--- src/rtl/core_arb_pkg.sv ---
// -----------------------------------------------------------------------------
// core_arb_pkg
//
// Shared types for the core memory arbiter:
//   arb_state_t : arbiter FSM states (IDLE, WAIT)
//   arb_port_t  : requester identity (PORT_FETCH, PORT_MEM)
//   MODE_READ / MODE_WRITE : request mode encodings
//   arb_req_t   : captured request payload {mode, addr, wdata, wstrb}
//   pick_fixed  : fixed-priority winner selection (data over fetch)
// -----------------------------------------------------------------------------
package core_arb_pkg;

  typedef enum logic {
    IDLE = 1'b0,
    WAIT = 1'b1
  } arb_state_t;

  typedef enum logic {
    PORT_FETCH = 1'b0,
    PORT_MEM   = 1'b1
  } arb_port_t;

  localparam logic MODE_READ  = 1'b0;
  localparam logic MODE_WRITE = 1'b1;

  typedef struct packed {
    logic        mode;
    logic [31:0] addr;
    logic [31:0] wdata;
    logic [3:0]  wstrb;
  } arb_req_t;

  // Data channel wins whenever it has a pending request.
  function automatic arb_port_t pick_fixed(input logic mem_valid);
    return mem_valid ? PORT_MEM : PORT_FETCH;
  endfunction

endpackage

--- src/rtl/arb_req_slot.sv ---
// -----------------------------------------------------------------------------
// arb_req_slot
//
// One-entry capture slot for a single requester. A request pulse loads the
// payload and sets valid. A pulse that arrives while the slot already holds a
// request, or while this port owns the outstanding downstream transaction,
// is dropped and sets a sticky error flag.
//
// Ports:
//   clk, rst                 clock, synchronous active-high reset
//   i_req_en                 request pulse
//   i_mode/i_addr/i_wdata/i_wstrb  request payload
//   i_owned                  this port owns the transaction in flight
//   i_grant                  arbiter consumed the slot this cycle
//   o_valid                  slot holds a pending request
//   o_mode/o_addr/o_wdata/o_wstrb  held payload
//   o_err                    sticky protocol-violation flag
// -----------------------------------------------------------------------------
module arb_req_slot
  import core_arb_pkg::*;
(
  input  logic        clk,
  input  logic        rst,
  input  logic        i_req_en,
  input  logic        i_mode,
  input  logic [31:0] i_addr,
  input  logic [31:0] i_wdata,
  input  logic [3:0]  i_wstrb,
  input  logic        i_owned,
  input  logic        i_grant,
  output logic        o_valid,
  output logic        o_mode,
  output logic [31:0] o_addr,
  output logic [31:0] o_wdata,
  output logic [3:0]  o_wstrb,
  output logic        o_err
);

  logic     r_valid;
  logic     r_err;
  arb_req_t r_req;
  logic     w_drop;

  // A second request before the response is a protocol violation.
  assign w_drop = i_req_en && (r_valid || i_owned);

  // NOTE: sequential state uses non-blocking assignments so every register
  // samples pre-edge values, independent of statement order.
  always_ff @(posedge clk) begin
    if (rst) begin
      r_valid <= 1'b0;
      r_err   <= 1'b0;
      // NOTE: the payload only matters while valid is set, but it is cleared
      // too so the downstream bus shows zeros out of reset.
      r_req   <= '0;
    end else begin
      if (w_drop) begin
        r_err <= 1'b1;
      end
      // A grant implies the slot was valid, so any same-cycle pulse is a
      // drop; grant and load never coincide.
      if (i_grant) begin
        r_valid <= 1'b0;
      end else if (i_req_en && !w_drop) begin
        r_valid <= 1'b1;
        r_req   <= '{mode: i_mode, addr: i_addr, wdata: i_wdata, wstrb: i_wstrb};
      end
    end
  end

  assign o_valid = r_valid;
  assign o_mode  = r_req.mode;
  assign o_addr  = r_req.addr;
  assign o_wdata = r_req.wdata;
  assign o_wstrb = r_req.wstrb;
  assign o_err   = r_err;

endmodule

--- src/rtl/core_mem_arbiter.sv ---
// -----------------------------------------------------------------------------
// core_mem_arbiter
//
// Shares one downstream memory port between the instruction-fetch channel and
// the data (load/store) channel. Each channel's request pulse is captured in
// an arb_req_slot; one transaction at a time is granted downstream, and the
// downstream response is routed back to the owning channel as a one-cycle
// pulse with data held until that channel's next response.
//
// Configuration macro:
//   CORE_ARB_RR_EN  defined   : round-robin on ties (least recently granted
//                               port wins; pointer updates on every grant)
//                   undefined : fixed priority, data over fetch
//
// Ports:
//   clk, rst                          clock, synchronous active-high reset
//   fetch_request_enable, freq_*      fetch request pulse + payload
//   fetch_response_enable, fresp_data fetch response pulse + data
//   mem_request_enable, mreq_*        data request pulse + payload
//   mem_response_enable, mresp_data   data response pulse + data
//   dreq_enable, dreq_*               downstream request pulse + payload
//   dresp_enable, dresp_data          downstream response pulse + data
//   proto_err[1:0]                    sticky drop flags: [0] fetch, [1] data
// -----------------------------------------------------------------------------
module core_mem_arbiter
  import core_arb_pkg::*;
(
  input  logic        clk,
  input  logic        rst,
  // fetch channel
  input  logic        fetch_request_enable,
  input  logic        freq_mode,
  input  logic [31:0] freq_addr,
  input  logic [31:0] freq_wdata,
  input  logic [3:0]  freq_wstrb,
  output logic        fetch_response_enable,
  output logic [31:0] fresp_data,
  // data channel
  input  logic        mem_request_enable,
  input  logic        mreq_mode,
  input  logic [31:0] mreq_addr,
  input  logic [31:0] mreq_wdata,
  input  logic [3:0]  mreq_wstrb,
  output logic        mem_response_enable,
  output logic [31:0] mresp_data,
  // downstream port
  output logic        dreq_enable,
  output logic        dreq_mode,
  output logic [31:0] dreq_addr,
  output logic [31:0] dreq_wdata,
  output logic [3:0]  dreq_wstrb,
  input  logic        dresp_enable,
  input  logic [31:0] dresp_data,
  // status
  output logic [1:0]  proto_err
);

  // ---------------------------------------------------------------------------
  // Declarations
  // ---------------------------------------------------------------------------
  arb_state_t  r_state;
  arb_state_t  w_next_state;
  arb_port_t   r_owner;
  arb_port_t   w_winner;
  logic        w_grant;
  logic        w_resp;

  logic        w_fetch_valid;
  logic        w_fetch_err;
  logic        w_fetch_owned;
  logic        w_fetch_grant;
  arb_req_t    w_fetch_req;

  logic        w_mem_valid;
  logic        w_mem_err;
  logic        w_mem_owned;
  logic        w_mem_grant;
  arb_req_t    w_mem_req;

  arb_req_t    w_sel_req;

  logic        r_dreq_en;
  arb_req_t    r_dreq;
  logic        r_fresp_en;
  logic [31:0] r_fresp_data;
  logic        r_mresp_en;
  logic [31:0] r_mresp_data;

`ifdef CORE_ARB_RR_EN
  arb_port_t   r_last;
`endif

  // ---------------------------------------------------------------------------
  // Capture slots
  // ---------------------------------------------------------------------------
  assign w_fetch_owned = (r_state == WAIT) && (r_owner == PORT_FETCH);
  assign w_mem_owned   = (r_state == WAIT) && (r_owner == PORT_MEM);
  assign w_fetch_grant = w_grant && (w_winner == PORT_FETCH);
  assign w_mem_grant   = w_grant && (w_winner == PORT_MEM);

  arb_req_slot u_fetch_slot (
    .clk      (clk),
    .rst      (rst),
    .i_req_en (fetch_request_enable),
    .i_mode   (freq_mode),
    .i_addr   (freq_addr),
    .i_wdata  (freq_wdata),
    .i_wstrb  (freq_wstrb),
    .i_owned  (w_fetch_owned),
    .i_grant  (w_fetch_grant),
    .o_valid  (w_fetch_valid),
    .o_mode   (w_fetch_req.mode),
    .o_addr   (w_fetch_req.addr),
    .o_wdata  (w_fetch_req.wdata),
    .o_wstrb  (w_fetch_req.wstrb),
    .o_err    (w_fetch_err)
  );

  arb_req_slot u_mem_slot (
    .clk      (clk),
    .rst      (rst),
    .i_req_en (mem_request_enable),
    .i_mode   (mreq_mode),
    .i_addr   (mreq_addr),
    .i_wdata  (mreq_wdata),
    .i_wstrb  (mreq_wstrb),
    .i_owned  (w_mem_owned),
    .i_grant  (w_mem_grant),
    .o_valid  (w_mem_valid),
    .o_mode   (w_mem_req.mode),
    .o_addr   (w_mem_req.addr),
    .o_wdata  (w_mem_req.wdata),
    .o_wstrb  (w_mem_req.wstrb),
    .o_err    (w_mem_err)
  );

  // ---------------------------------------------------------------------------
  // Winner selection
  // ---------------------------------------------------------------------------
  always_comb begin
    // NOTE: every combinational output gets a default before any branch so no
    // path leaves it unassigned, which would otherwise infer a latch.
    w_winner = pick_fixed(w_mem_valid);
`ifdef CORE_ARB_RR_EN
    // On a tie the port not granted most recently goes first.
    if (w_fetch_valid && w_mem_valid) begin
      w_winner = (r_last == PORT_MEM) ? PORT_FETCH : PORT_MEM;
    end
`endif
  end

  assign w_sel_req = (w_winner == PORT_MEM) ? w_mem_req : w_fetch_req;

  // ---------------------------------------------------------------------------
  // FSM: state register + next-state logic
  // ---------------------------------------------------------------------------
  always_ff @(posedge clk) begin
    if (rst) begin
      r_state <= IDLE;
    end else begin
      r_state <= w_next_state;
    end
  end

  always_comb begin
    w_next_state = r_state;
    w_grant      = 1'b0;
    w_resp       = 1'b0;
    case (r_state)
      IDLE: begin
        // A downstream response here has no owner and is ignored.
        if (w_fetch_valid || w_mem_valid) begin
          w_grant      = 1'b1;
          w_next_state = WAIT;
        end
      end
      WAIT: begin
        // No timeout: hold until the downstream answers.
        if (dresp_enable) begin
          w_resp       = 1'b1;
          w_next_state = IDLE;
        end
      end
      default: w_next_state = IDLE;
    endcase
  end

  // ---------------------------------------------------------------------------
  // Registered downstream request and response routing
  // ---------------------------------------------------------------------------
  always_ff @(posedge clk) begin
    if (rst) begin
      r_dreq_en    <= 1'b0;
      r_dreq       <= '0;
      r_owner      <= PORT_FETCH;
      r_fresp_en   <= 1'b0;
      r_fresp_data <= '0;
      r_mresp_en   <= 1'b0;
      r_mresp_data <= '0;
    end else begin
      r_dreq_en <= w_grant;
      if (w_grant) begin
        r_dreq  <= w_sel_req;
        r_owner <= w_winner;
      end

      r_fresp_en <= w_resp && (r_owner == PORT_FETCH);
      r_mresp_en <= w_resp && (r_owner == PORT_MEM);
      // Reads and writes alike forward the downstream data unchanged.
      if (w_resp && (r_owner == PORT_FETCH)) begin
        r_fresp_data <= dresp_data;
      end
      if (w_resp && (r_owner == PORT_MEM)) begin
        r_mresp_data <= dresp_data;
      end
    end
  end

`ifdef CORE_ARB_RR_EN
  // Reset to fetch-last so the data port wins the first tie.
  always_ff @(posedge clk) begin
    if (rst) begin
      r_last <= PORT_FETCH;
    end else if (w_grant) begin
      r_last <= w_winner;
    end
  end
`endif

  // ---------------------------------------------------------------------------
  // Outputs
  // ---------------------------------------------------------------------------
  assign dreq_enable           = r_dreq_en;
  assign dreq_mode             = r_dreq.mode;
  assign dreq_addr             = r_dreq.addr;
  assign dreq_wdata            = r_dreq.wdata;
  assign dreq_wstrb            = r_dreq.wstrb;
  assign fetch_response_enable = r_fresp_en;
  assign fresp_data            = r_fresp_data;
  assign mem_response_enable   = r_mresp_en;
  assign mresp_data            = r_mresp_data;
  assign proto_err             = {w_mem_err, w_fetch_err};

endmodule

--- config.mk ---
export PLATFORM = sky130hd
export DESIGN_NAME = core_mem_arbiter
export DESIGN_NICKNAME = d
export VERILOG_FILES = /design/src/rtl/core_arb_pkg.sv /design/src/rtl/arb_req_slot.sv /design/src/rtl/core_mem_arbiter.sv
export SDC_FILE = /design/constraint.sdc
export NUM_CORES = 1
export LEC_CHECK = 0
export CAP_MARGIN = 20
export CORE_MARGIN = 1.5
export CORE_UTILIZATION = 43
export CTS_CLUSTER_SIZE = 14
export DETAILED_ROUTE_END_ITERATION = 12
export HOLD_SLACK_MARGIN = 0.06
export PLACE_DENSITY = 0.78
export SLEW_MARGIN = 20
export SYNTH_ARGS = -nofsm -noshare
export SYNTH_HDL_FRONTEND = slang
export SYNTH_SLANG_ARGS = --single-unit
--- constraint.sdc ---
create_clock -name clk -period 1.4 [get_ports clk]
set_input_delay 0.28 -clock clk [delete_from_list [all_inputs] [get_ports clk]]
set_output_delay 0.28 -clock clk [all_outputs]
set_load 0.01 [all_outputs]
==> results.ini, run 1 <==
[status]
status = finished, violations left
violations = setup timing

[clocking]
htreeDepth = 1
root_buffer = clkbuf_16
clkLatencyLatePin_ns = 0.53
cts.reportedPaths.clkPinSlew_ns = 0.06
cts_buffers = 29
cts_sinks = 280
cts.path.max_buffers = 3
cts_hold_buf = 0
tritoncts = done

[detailed_routing]
dr.pass1.iters = 5
drt-initial-drc-count = 768
drc_errors = 0
vias_per_cell = 5.49
ant_nets = 0
postRouteWirelength_mm = 34.8
via_count = 9951
wl_per_cell_microns = 19.2

[worst_setup_path]
r2r_start = r_state
critPathKind = reg -> reg
end_kind = register
worstSetupStartpointType = register
path_max_fanout = 14
arrival_ns = 1.85
crit_start = r_state
cp.required_ns = 1.80
crit_chain = buf_4 -> a21oi_4 -> and2_4 -> clkbuf_16 -> o31ai_1
crit_slowest_cell = dfxtp_2
cpPeakStageDelay_ns = 0.34

[finish]
stdcell_area_sq_um = 15500
register_area_sq_um = 5670
post-route-util_pct = 63.3
multiInputGateArea_sq_um = 4450
layout.nets = 1641
area_delta_synth_final_pct = 43.5
final_cells = 1812
drive_above_1_share_pct = 25.7
fillers = 1979

[sta]
fin_crit_sh_pct = 104
drv_slew = 0
finalSetupTns_ns = -1.61
fin_ws_ns = -0.0529
skew_ns = 0.00645
fmax_ghz = 0.688
fin_crit_ns = 1.45
rsz0062_at_grt = true
maxSlewHeadroom_pct = 74.8
setup_viol = 83
tightest_slew_ns = 0.377
hold_viol = 0

[run]
max-cap-violations = 0

[synthesis]
yosys_warnings = 0
synthArstFlopShare_pct = 0
yosysMostFrequentCell = dfxtp_1
synth_top_area_cell = dfxtp_1
synthCells = 1170
syn-num-nets = 1345
synth-main-ff-cell = dfxtp_1
synth_common_cells = 280 x dfxtp_1, 266 x nand2_1, 135 x a21oi_1, 72 x clkbuf_1, 71 x inv_1
synth_area_sq_um = 10800
ys_top_cells_by_area = dfxtp_1 52%, nand2_1 9.2%, mux2i_1 6.4%, a21oi_1 6.2%, o221a_2 6.0%
ys_seq_area_share_pct = 51.8
synth-seq-cells = 280
synth.distinct_cells = 32
synth_edf_count = 0
syn_area_per_cell_sq_um = 9.24
synth.top_cell.area_share_pct = 51.8

[global_route]
use_met3_pct = 7.73
globalRouteOverflowTotal = 0
grt_usage_pct = 24.9
grt_pass1_wl_mm = 52.4
top_usage_layer = met2
grtUsageMet1_pct = 30.4
gr-usage-met2_pct = 40.8
grt_max_degree = 79
grt_pass1_vias = 9932
antenna_found_initial = 1

[hold_path]
min_path_type = in -> reg
holdCritStartpoint = rst

[power]
peakVddDrop_v = 0.00115
p_per_area_nw_per_um2 = 1370
finalPower_mw = 21.3
power.leakage_nw = 6.20

[floorplan]
start_util_pct = 44.1
dieArea_sq_um = 26100
dieWidth_microns = 162
io-pin-count = 313
core-area_sq_um = 24500
rows = 57
die_h_microns = 162

[place]
place_inst = 1733
placed_cell_area_sq_um = 14400
routabilityCongestion = 0.809
io_buffers = 312
hpwl_mm = 21.5

## critical path: cells and delay by family (launching register included)
family | cells | cell delay (ns)
AND/OR/NAND/NOR | 1 | 0.29
flip-flops | 1 | 0.34
AO/OA/AOI/OAI | 2 | 0.29
buffers and inverters | 2 | 0.39
## per-layer routing
metal,part of all wire (%),up-vias
met1,40,4748
li1,-,4687
met4,3.7,0
met3,9.5,81
met5,0,-
met2,47,435
## worst paths after layout
path	to	slack (ns)	cells past startpoint
hold reg to reg	mresp_data[10]	0.45	2
setup reg to reg	u_mem_slot.o_addr[25]	-0.05	5
setup / recovery	u_mem_slot.o_addr[25]	-0.05	5
hold / removal	u_fetch_slot.o_wstrb[1]	0.15	4
## cell usage in the layout, fill, tap and decap left out, drive strengths merged, types with 6 or more instances in the layout
cell | synthesis | final
nand2 | 266 | 266
o221a | 69 | 69
o31ai | 69 | 69
clkdlybuf4s50 | 0 | 172
inv | 71 | 73
nand4 | 69 | 69
nor2 | 6 | 6
buf | 45 | 154
clkdlybuf4s15 | 0 | 32
mux2i | 69 | 69
a21oi | 136 | 136
clkinv | 0 | 7
clkbuf | 72 | 61
dfxtp | 280 | 280
## per-stage QoR
stage | setup slack, ns | hold slack, ns
after detailed placement | -0.268 | 0.441
after CTS | -0.112 | 0.134
final | -0.0529 | 0.151
after global routing | -0.101 | 0.151
after global placement | -0.243 | 0.440
after floorplan | -0.00397 | 0.380
## registers in the layout (all words and copies together) (netlist names)
name                   flops
u_mem_slot.o_wstrb         4
u_mem_slot.o_mode          1
dreq_wstrb                 4
u_fetch_slot.o_wdata      32
mem_response_enable        1
r_owner                    1
u_fetch_slot.o_addr       32
dreq_enable                1
fetch_response_enable      1
dreq_wdata                32
u_fetch_slot.o_err         1
u_fetch_slot.o_wstrb       4
u_mem_slot.o_err           1
fresp_data                32
dreq_addr                 32
u_fetch_slot.o_valid       1
r_state                    1
u_mem_slot.o_wdata        32
u_mem_slot.o_valid         1
u_mem_slot.o_addr         32
u_fetch_slot.o_mode        1
mresp_data                32
dreq_mode                  1
## power breakdown
group	internal, mW	switching (mW)
Clock	4.75	3.18
Sequential	8.75	0.397
Combinational	2.14	2.08
## logic make-up after synthesis
group                  after synthesis  synth area share (%)
AO/OA/AOI/OAI                      279                  19.9
flip-flops                         280                  51.8
AND/OR/NAND/NOR                    354                  14.2
buffers and inverters              188                  7.68
multiplexers                        69                  6.39
## layout make-up
type / instances / area share [%]
inverter: 71 / 1.75
clock buffer: 37 / 5.13
clock inverter: 14 / 1.18
tap: 324 / 2.61
timing repair buffer: 382 / 24.2
sequential: 280 / 36.5
multi-input combinational: 702 / 28.7
antenna: 2 / 0.0322
## what timing repair did
| item | 4_1_cts | 5_1_grt |
|---|---|---|
| setup endpoints to repair | 195 | 254 |
| cloned | 4 | 10 |
| pin swaps | 1 | 1 |
| resized for setup | 471 | 107 |
| buffers inserted | 2 | 12 |
Power figures use the tool's default switching activity.
==> inputs of run 2 (changes only) <==
TNS_END_PERCENT = 1   (was not set)
==> run 2 against run 1 <==
- highest routed layer is now met5
- sequential cell count is the same
- die area is the same
- wire length shrank 0.27%
- setup slack is essentially flat
- the flow still finishes with violations (setup timing)
- register-to-register slack is essentially flat
- global-route usage shrank 0.50 points
- clock power shrank 0.9%
- count of clock-buffer cells in the layout grew 10
- first-iteration DRC count shrank 0.65%
==> results.ini, run 2 (synthesis results as in run 1) <==
[status]
status = finished, violations left
violations = setup timing

[sta]
rsz0062_at_grt = true
fin_crit_sh_pct = 104
drv_slew = 0
fmax_ghz = 0.688
whs_ns = 0.128
fin_ws_ns = -0.0532
fin_crit_ns = 1.45
maxSlewHeadroom_pct = 81.7
setup_viol = 64
tightest_slew_ns = 0.273
skew_ns = 0.00612
hold_viol = 0

[clocking]
tritoncts = done
cts.path.max_buffers = 3
clkLatencyLatePin_ns = 0.54
cts.reportedPaths.clkPinSlew_ns = 0.06
htreeDepth = 1
cts_buffers = 28
cts_sinks = 280
root_buffer = clkbuf_16

[place]
hpwl_mm = 21.8
place_inst = 1747
io_buffers = 312
routabilityCongestion = 0.809

[worst_setup_path]
worstSetupStartpointType = register
end_kind = register
critPathKind = reg -> reg
path_max_fanout = 5
crit_chain = nor2b_4 -> nor3b_4 -> buf_12 -> buf_12 -> buf_12 -> mux2i_1
cp.required_ns = 1.85
arrival_ns = 1.91
crit_path_frequent_cell = buf_12
crit_slowest_cell = dfxtp_2
cpPeakStageDelay_ns = 0.33

[global_route]
grt_pass1_vias = 9850
grt_pass1_wl_mm = 52.0
globalRouteOverflowTotal = 0
antenna_found_initial = 4
grt_max_degree = 49
grt_usage_pct = 24.4

[detailed_routing]
vias_per_cell = 5.46
ant_nets = 0
dr.pass1.iters = 6
drt-initial-drc-count = 763
wl_per_cell_microns = 19.1
postRouteWirelength_mm = 34.7
drc_errors = 0
via_count = 9921

[hold_path]
min_path_type = in -> reg

[floorplan]
die_h_microns = 162
dieWidth_microns = 162
dieArea_sq_um = 26100
core-area_sq_um = 24500
io-pin-count = 313
start_util_pct = 44.1
rows = 57

[finish]
multiInputGateArea_sq_um = 4440
post-route-util_pct = 63.4
most-common-layout-cells = 266 x nand2_1, 219 x dfxtp_1, 172 x clkdlybuf4s50_1
layout.nets = 1643
final_cells = 1816
fillers = 1986
layout_commonest_cell = nand2_1
area_delta_synth_final_pct = 43.8
drive_above_1_share_pct = 26.4
register_area_sq_um = 5690

[power]
p_per_area_nw_per_um2 = 1360
finalPower_mw = 21.2
power.leakage_nw = 6.21
peakVddDrop_v = 0.000935

[run]
max-cap-violations = 0

[run 2: cell type report]
| class | instances | area share [%] |
|---|---|---|
| repair buffers | 384 | 24.3 |
| diodes | 2 | 0.0322 |
| well taps | 324 | 2.61 |
| flip-flops and latches | 280 | 36.6 |
| clock inverters | 5 | 0.483 |
| inverters | 71 | 1.75 |
| multi-input cells | 703 | 28.5 |
| clock buffers | 47 | 5.74 |
[run 2: repair_timing]
action / CTS / global route
pin swaps: 2 / 7
gates cloned: 1 / 12
endpoints found under the setup margin: 290 / 254
resized for setup: 505 / 91
hold buffers: 0 / 0
buffers inserted: 0 / 2
[run 2: worst paths after layout]
path                            cells past startpoint      startpoint  slack [ns]                 endpoint
worst min register to register                      2  fresp_data[10]        0.45           fresp_data[10]
worst max-delay path                                6         r_state       -0.05  u_fetch_slot.o_wdata[2]
worst max register to register                      6         r_state       -0.05  u_fetch_slot.o_wdata[2]
worst min-delay path                                4             rst        0.13  u_fetch_slot.o_wdata[5]
[run 2: critical path: cells and delay by family (launching register included)]
family | cells | cell delay (ns)
buffers and inverters | 3 | 0.43
flip-flops | 1 | 0.33
multiplexers | 1 | 0.23
AND/OR/NAND/NOR | 2 | 0.37
[run 2: routing by layer]
metal,track usage [%],routed length (microns)
met2,39.9,16300
met3,7.68,3280
met5,0,21
met1,29.9,14000
met4,9.39,1140
[run 2: where the power goes]
group | leakage, nW | internal, mW | switching (mW)
registers | 2.32 | 8.76 | 0.412
clock network | 0.479 | 4.68 | 3.16
logic | 3.41 | 2.10 | 2.04
[run 2: stage by stage]
| step | setup slack, ns | setup TNS, ns | instance area (sq um) |
|---|---|---|---|
| floorplan | -0.00397 | -0.0464 | 10800 |
| global placement | -0.206 | -18.17 | 14600 |
| detailed placement | -0.263 | -22.33 | 14600 |
| CTS | -0.0248 | -0.277 | 15500 |
| global route | -0.119 | -5.41 | 15600 |
| finish | -0.0532 | -1.45 | 15600 |
==> inputs of run 3 (changes only) <==
ABC_CLOCK_PERIOD_IN_PS = 1400   (was not set)
SETUP_SLACK_MARGIN = 0.3   (was not set)
==> run 3 against run 2 <==
- the run still ends with setup timing left
- critical path depth fell by 1
- non-clock buffer count decreased by 30
- first-iteration DRC count is 2.4% lower
==> results.ini, run 3 (synthesis results as in run 1) <==
[worst_setup_path]
end_kind = register
crit_buf_inv = 2
cpPeakStageDelay_ns = 0.36
path_delay_family = flip-flops
crit_slowest_cell = dfxtp_4
worstSetupStartpointType = register
critPathKind = reg -> reg
cp.required_ns = 1.81
arrival_ns = 1.83
crit_path_frequent_cell = buf_12
crit_chain = buf_12 -> a21oi_4 -> and2_4 -> buf_12 -> o31ai_1
path_max_fanout = 21

[sta]
rsz0062_at_grt = true
setup_viol = 4
fin_ws_ns = -0.0165
drv_slew = 0
fin_crit_ns = 1.42
skew_ns = 0.0212
maxSlewHeadroom_pct = 70.3
fin_crit_sh_pct = 101
hold_viol = 0
fmax_ghz = 0.706
tightest_slew_ns = 0.445
finalSetupTns_ns = -0.0423

[floorplan]
dieArea_sq_um = 26100
die_h_microns = 162
io-pin-count = 313
core-area_sq_um = 24500
start_util_pct = 44.1
dieWidth_microns = 162
rows = 57

[global_route]
antenna_found_initial = 1
globalRouteOverflowTotal = 0
grt_max_degree = 91
grt_pass1_wl_mm = 51.6
grt_pass1_vias = 9692
grt_usage_pct = 24.3

[power]
pwr-share-comb_pct = 20.1
p_seq_share_pct = 43.8
peakVddDrop_v = 0.000822
p_sw_mw = 5.58
swShare_pct = 26.3
p_per_area_nw_per_um2 = 1330
pwr-share-clk_pct = 36.1
p_int_mw = 15.7
power.leakage_nw = 6.22

[finish]
layout_commonest_cell = nand2_1
antenna_cells = 0
area_delta_synth_final_pct = 47.9
drive_above_1_share_pct = 31.6
post-route-util_pct = 65.2
layout.nets = 1613
most-common-layout-cells = 258 x nand2_1, 172 x clkdlybuf4s50_1, 143 x buf_6

[detailed_routing]
wl_per_cell_microns = 18.8
vias_per_cell = 5.49
via_count = 9765
drt-initial-drc-count = 745
drc_errors = 0
postRouteWirelength_mm = 33.4
ant_nets = 0
dr.pass1.iters = 6

[clocking]
htreeDepth = 1
cts_setup_buffers = 0
tritoncts = done
cts.reportedPaths.clkPinSlew_ns = 0.06
root_buffer = clkbuf_16
cts_sinks = 280
cts_buffers = 29
cts.path.max_buffers = 3
clkLatencyLatePin_ns = 0.55

[status]
status = finished, violations left
violations = setup timing

[hold_path]
min_path_type = in -> reg

[place]
hpwl_mm = 21.1
io_buffers = 312
routabilityCongestion = 0.816

[run]
max-cap-violations = 0

[run 3: worst paths after layout]
check,startpoint,to,slack [ns],depth (start not counted)
setup / recovery,r_state,u_mem_slot.o_wdata[22],-0.02,5
hold / removal,rst,u_mem_slot.o_err,0.26,4
setup reg to reg,r_state,u_mem_slot.o_wdata[22],-0.02,5
hold reg to reg,u_fetch_slot.o_err,u_fetch_slot.o_err,0.45,2
[run 3: worst reg2reg max path: stages, from the launching register on]
cell and delay (ns):
dfxtp_4 0.36, buf_12 0.13, a21oi_4 0.23, and2_4 0.24, buf_12 0.22, o31ai_1 0.13
[run 3: power by group through the flow]
stage	logic, mW	clock network [mW]	registers, mW
after floorplan	1.84	0	9.37
after global placement	3.92	0	9.25
after detailed placement	3.97	0	9.27
after CTS	4.09	7.75	9.27
after global routing	4.56	8.08	9.38
final	4.28	7.67	9.30
[run 3: area by class of cell]
cell class                      instances  area, sq um
Fill cell                            1939         8540
Sequential cell                       280         5790
Multi-Input combinational cell        702         4610
Timing Repair Buffer                  354         3980
Clock buffer                           39          813
Tap cell                              324          405
Inverter                               71          272
Clock inverter                          9          126
[run 3: per-layer routing]
layer	global-route usage [%]	vias up	part of all wire, %
met2	39.3	418	47
li1	-	4631	-
met5	0	-	0.027
met4	9.30	2	3.5
met1	30.5	4642	40
met3	7.34	72	8.8
[run 3: through the flow]
stage               setup slack [ns]  power (mW)  hold WS (ns)  cells  instance area [sq um]
floorplan                      0.102        11.2         0.372   1170                  10900
global placement              -0.221        13.2         0.436   1728                  14400
detailed placement            -0.270        13.2         0.441   1728                  14400
CTS                          -0.0260        21.1         0.235   1776                  15700
global route                 -0.0804        22.0         0.263   1779                  16000
finish                       -0.0165        21.3         0.259   1779                  16000
[run 3: repair_timing]
item                       CTS  global route
pin swaps                    3            28
hold buffers                 0             0
resized for setup          843            37
cloned                       0             3
setup endpoints to repair  413           415
==> RTL change: new RTL, flow settings as in run 1 <==
Add an input register stage for `freq_mode`, with the module's reset; this delays it by one clock. The other inputs are not delayed to match.
--- a/src/rtl/core_mem_arbiter.sv
+++ b/src/rtl/core_mem_arbiter.sv
@@ -55,6 +55,16 @@
   output logic [1:0]  proto_err
 );
 
+  logic freq_mode_q;
+
+  always_ff @(posedge clk) begin
+    if (rst) begin
+      freq_mode_q <= '0;
+    end else begin
+      freq_mode_q <= freq_mode;
+    end
+  end
+
   // ---------------------------------------------------------------------------
   // Declarations
   // ---------------------------------------------------------------------------
@@ -102,7 +112,7 @@
     .clk      (clk),
     .rst      (rst),
     .i_req_en (fetch_request_enable),
-    .i_mode   (freq_mode),
+    .i_mode   (freq_mode_q),
     .i_addr   (freq_addr),
     .i_wdata  (freq_wdata),
     .i_wstrb  (freq_wstrb),
Behaviour: not the same (Yosys sat finds a counterexample within 4 cycles, from zero or initial values and one cycle with rst high).
==> RTL change against run 1 <==
The flow still finishes with violations (negative setup slack); routed wire length down 1.9%; hold slack improved by 140 ps; power about the same; final area is 0.67% lower; sequential cell count increased by 1; setup slack gained 50 ps; area after synthesis shrank 0.13%; critical path type unchanged; non-clock buffer count is the same.
==> RTL change: results (changes against run 1) <==
holdCritPathClass: "in2reg"
ir_drop_mv: 0.7736  # -33%
grtUsageTotal: 0.2459  # -0.003201
diodes: 1  # -1
comb.multi_input.count: 703  # +0.14%
avgViaCountPerCell: 5.445  # -0.84%
first_iter_violations: 779  # +1.4%
rr_worst_depth: 4  # -1
clk_pin_slew_ps: 60  # about the same
pre_cts_ws_ps: -250.8  # +17.30 ps
yosys_warnings: 0  # unchanged
muxShareOfSynthArea: 0.06393  # +0.00008135
status: "finished with violations"
cts_sinks: 281  # +0.36%
place_congestion: 0.8243  # +1.9%
clock_cell_area_share: 0.06629  # +0.003184
hold_buffers: 1  # +1
max_stage_delay_ps: 330
nClkBuffers: 41  # +11%
ctsResizeCount: 524  # +11%
hold_start: "mem_request_enable"
setup_viol_count_final: 5  # -94%
grt_pass1_wl_mm: 51.77  # -1.3%
clk_latency_ps: 550  # +20 ps
seq_share: 0.3698  # +0.004893
final_nets: 1643  # +0.12%
avgSynthCellArea_sq_um: 9.217  # -0.30%
signal_buffers: 382  # unchanged
holdPathEnd: "u_mem_slot.o_wdata[8]"
hold_ws_ps: 287.7  # +136.5 ps
fin_tns_setup_ps: -7.082  # +1607 ps
postCtsSetupRepairBufs: 6  # +4
buf_share: 0.2285  # -0.01306
drt-wirelength-per-cell_microns: 18.81  # -2.1%
drive_above_1_share: 0.2774  # +0.02030
synth.area.top_cells: "dfxtp_1 (52%), nand2_1 (9.2%), mux2i_1 (6.4%)"
grt_pass1_vias: 9817  # -1.2%
p_leak_nw: 6.203  # +0.10%
violations: "negative setup slack"
yosys-top-cells-count: "dfxtp_1 (281), nand2_1 (266), a21oi_1 (135)"
fillers: 2023  # +2.2%
multi_input_area_share: 0.2914  # +0.004851
final_cell_area_sq_mm: 0.01542  # -0.67%
relSlewSlack: 0.7489  # about the same
synth_compound_area_frac: 0.1994  # +0.0002538
switching_share: 0.2608  # -0.004856
yosysSeqAreaShare: 0.5207  # +0.002513
path_max_fanout: 16  # +2
die_w_microns: 161.5  # about the same
endpoint: "dreq_wdata[4]"
route.vias.total: 9878  # -0.73%
grt_max_degree: 79  # unchanged
dpl.hpwl_mm: 21.97  # +2.2%
timing.final.ws_setup_ps: -3.350  # +49.51 ps
skew_ps: 12.30  # +5.845 ps
syn_nets: 1347  # +0.15%
htreeDepth: 1  # unchanged
placed_cells: 1746  # +0.75%
-- RTL change: worst max-delay path, delay by kind of cell, from the launching register on --
family | cells | cell delay [ps]
AO/OA/AOI/OAI | 1 | 270
buffers and inverters | 1 | 210
flip-flops | 1 | 330
AND/OR/NAND/NOR | 2 | 470
-- RTL change: power groups by stage --
stage | Combinational (mW) | Sequential [mW] | Clock [mW]
2_1_floorplan | 1.78 | 9.39 | 0
3_3_place_gp | 3.98 | 9.30 | 0
3_5_place_dp | 4.04 | 9.31 | 0
4_1_cts | 3.88 | 9.19 | 8.24
5_1_grt | 4.22 | 9.26 | 8.64
6_report | 3.96 | 9.20 | 8.13
-- RTL change: layer usage --
metal / global-route usage / vias to the layer above / wire, microns
li1: - / 4695 / -
met1: 0.3094 / 4724 / 14290
met2: 0.4196 / 393 / 16240
met3: 0.05419 / 66 / 2718
met4: 0.07449 / 0 / 874
met5: 0 / - / 0
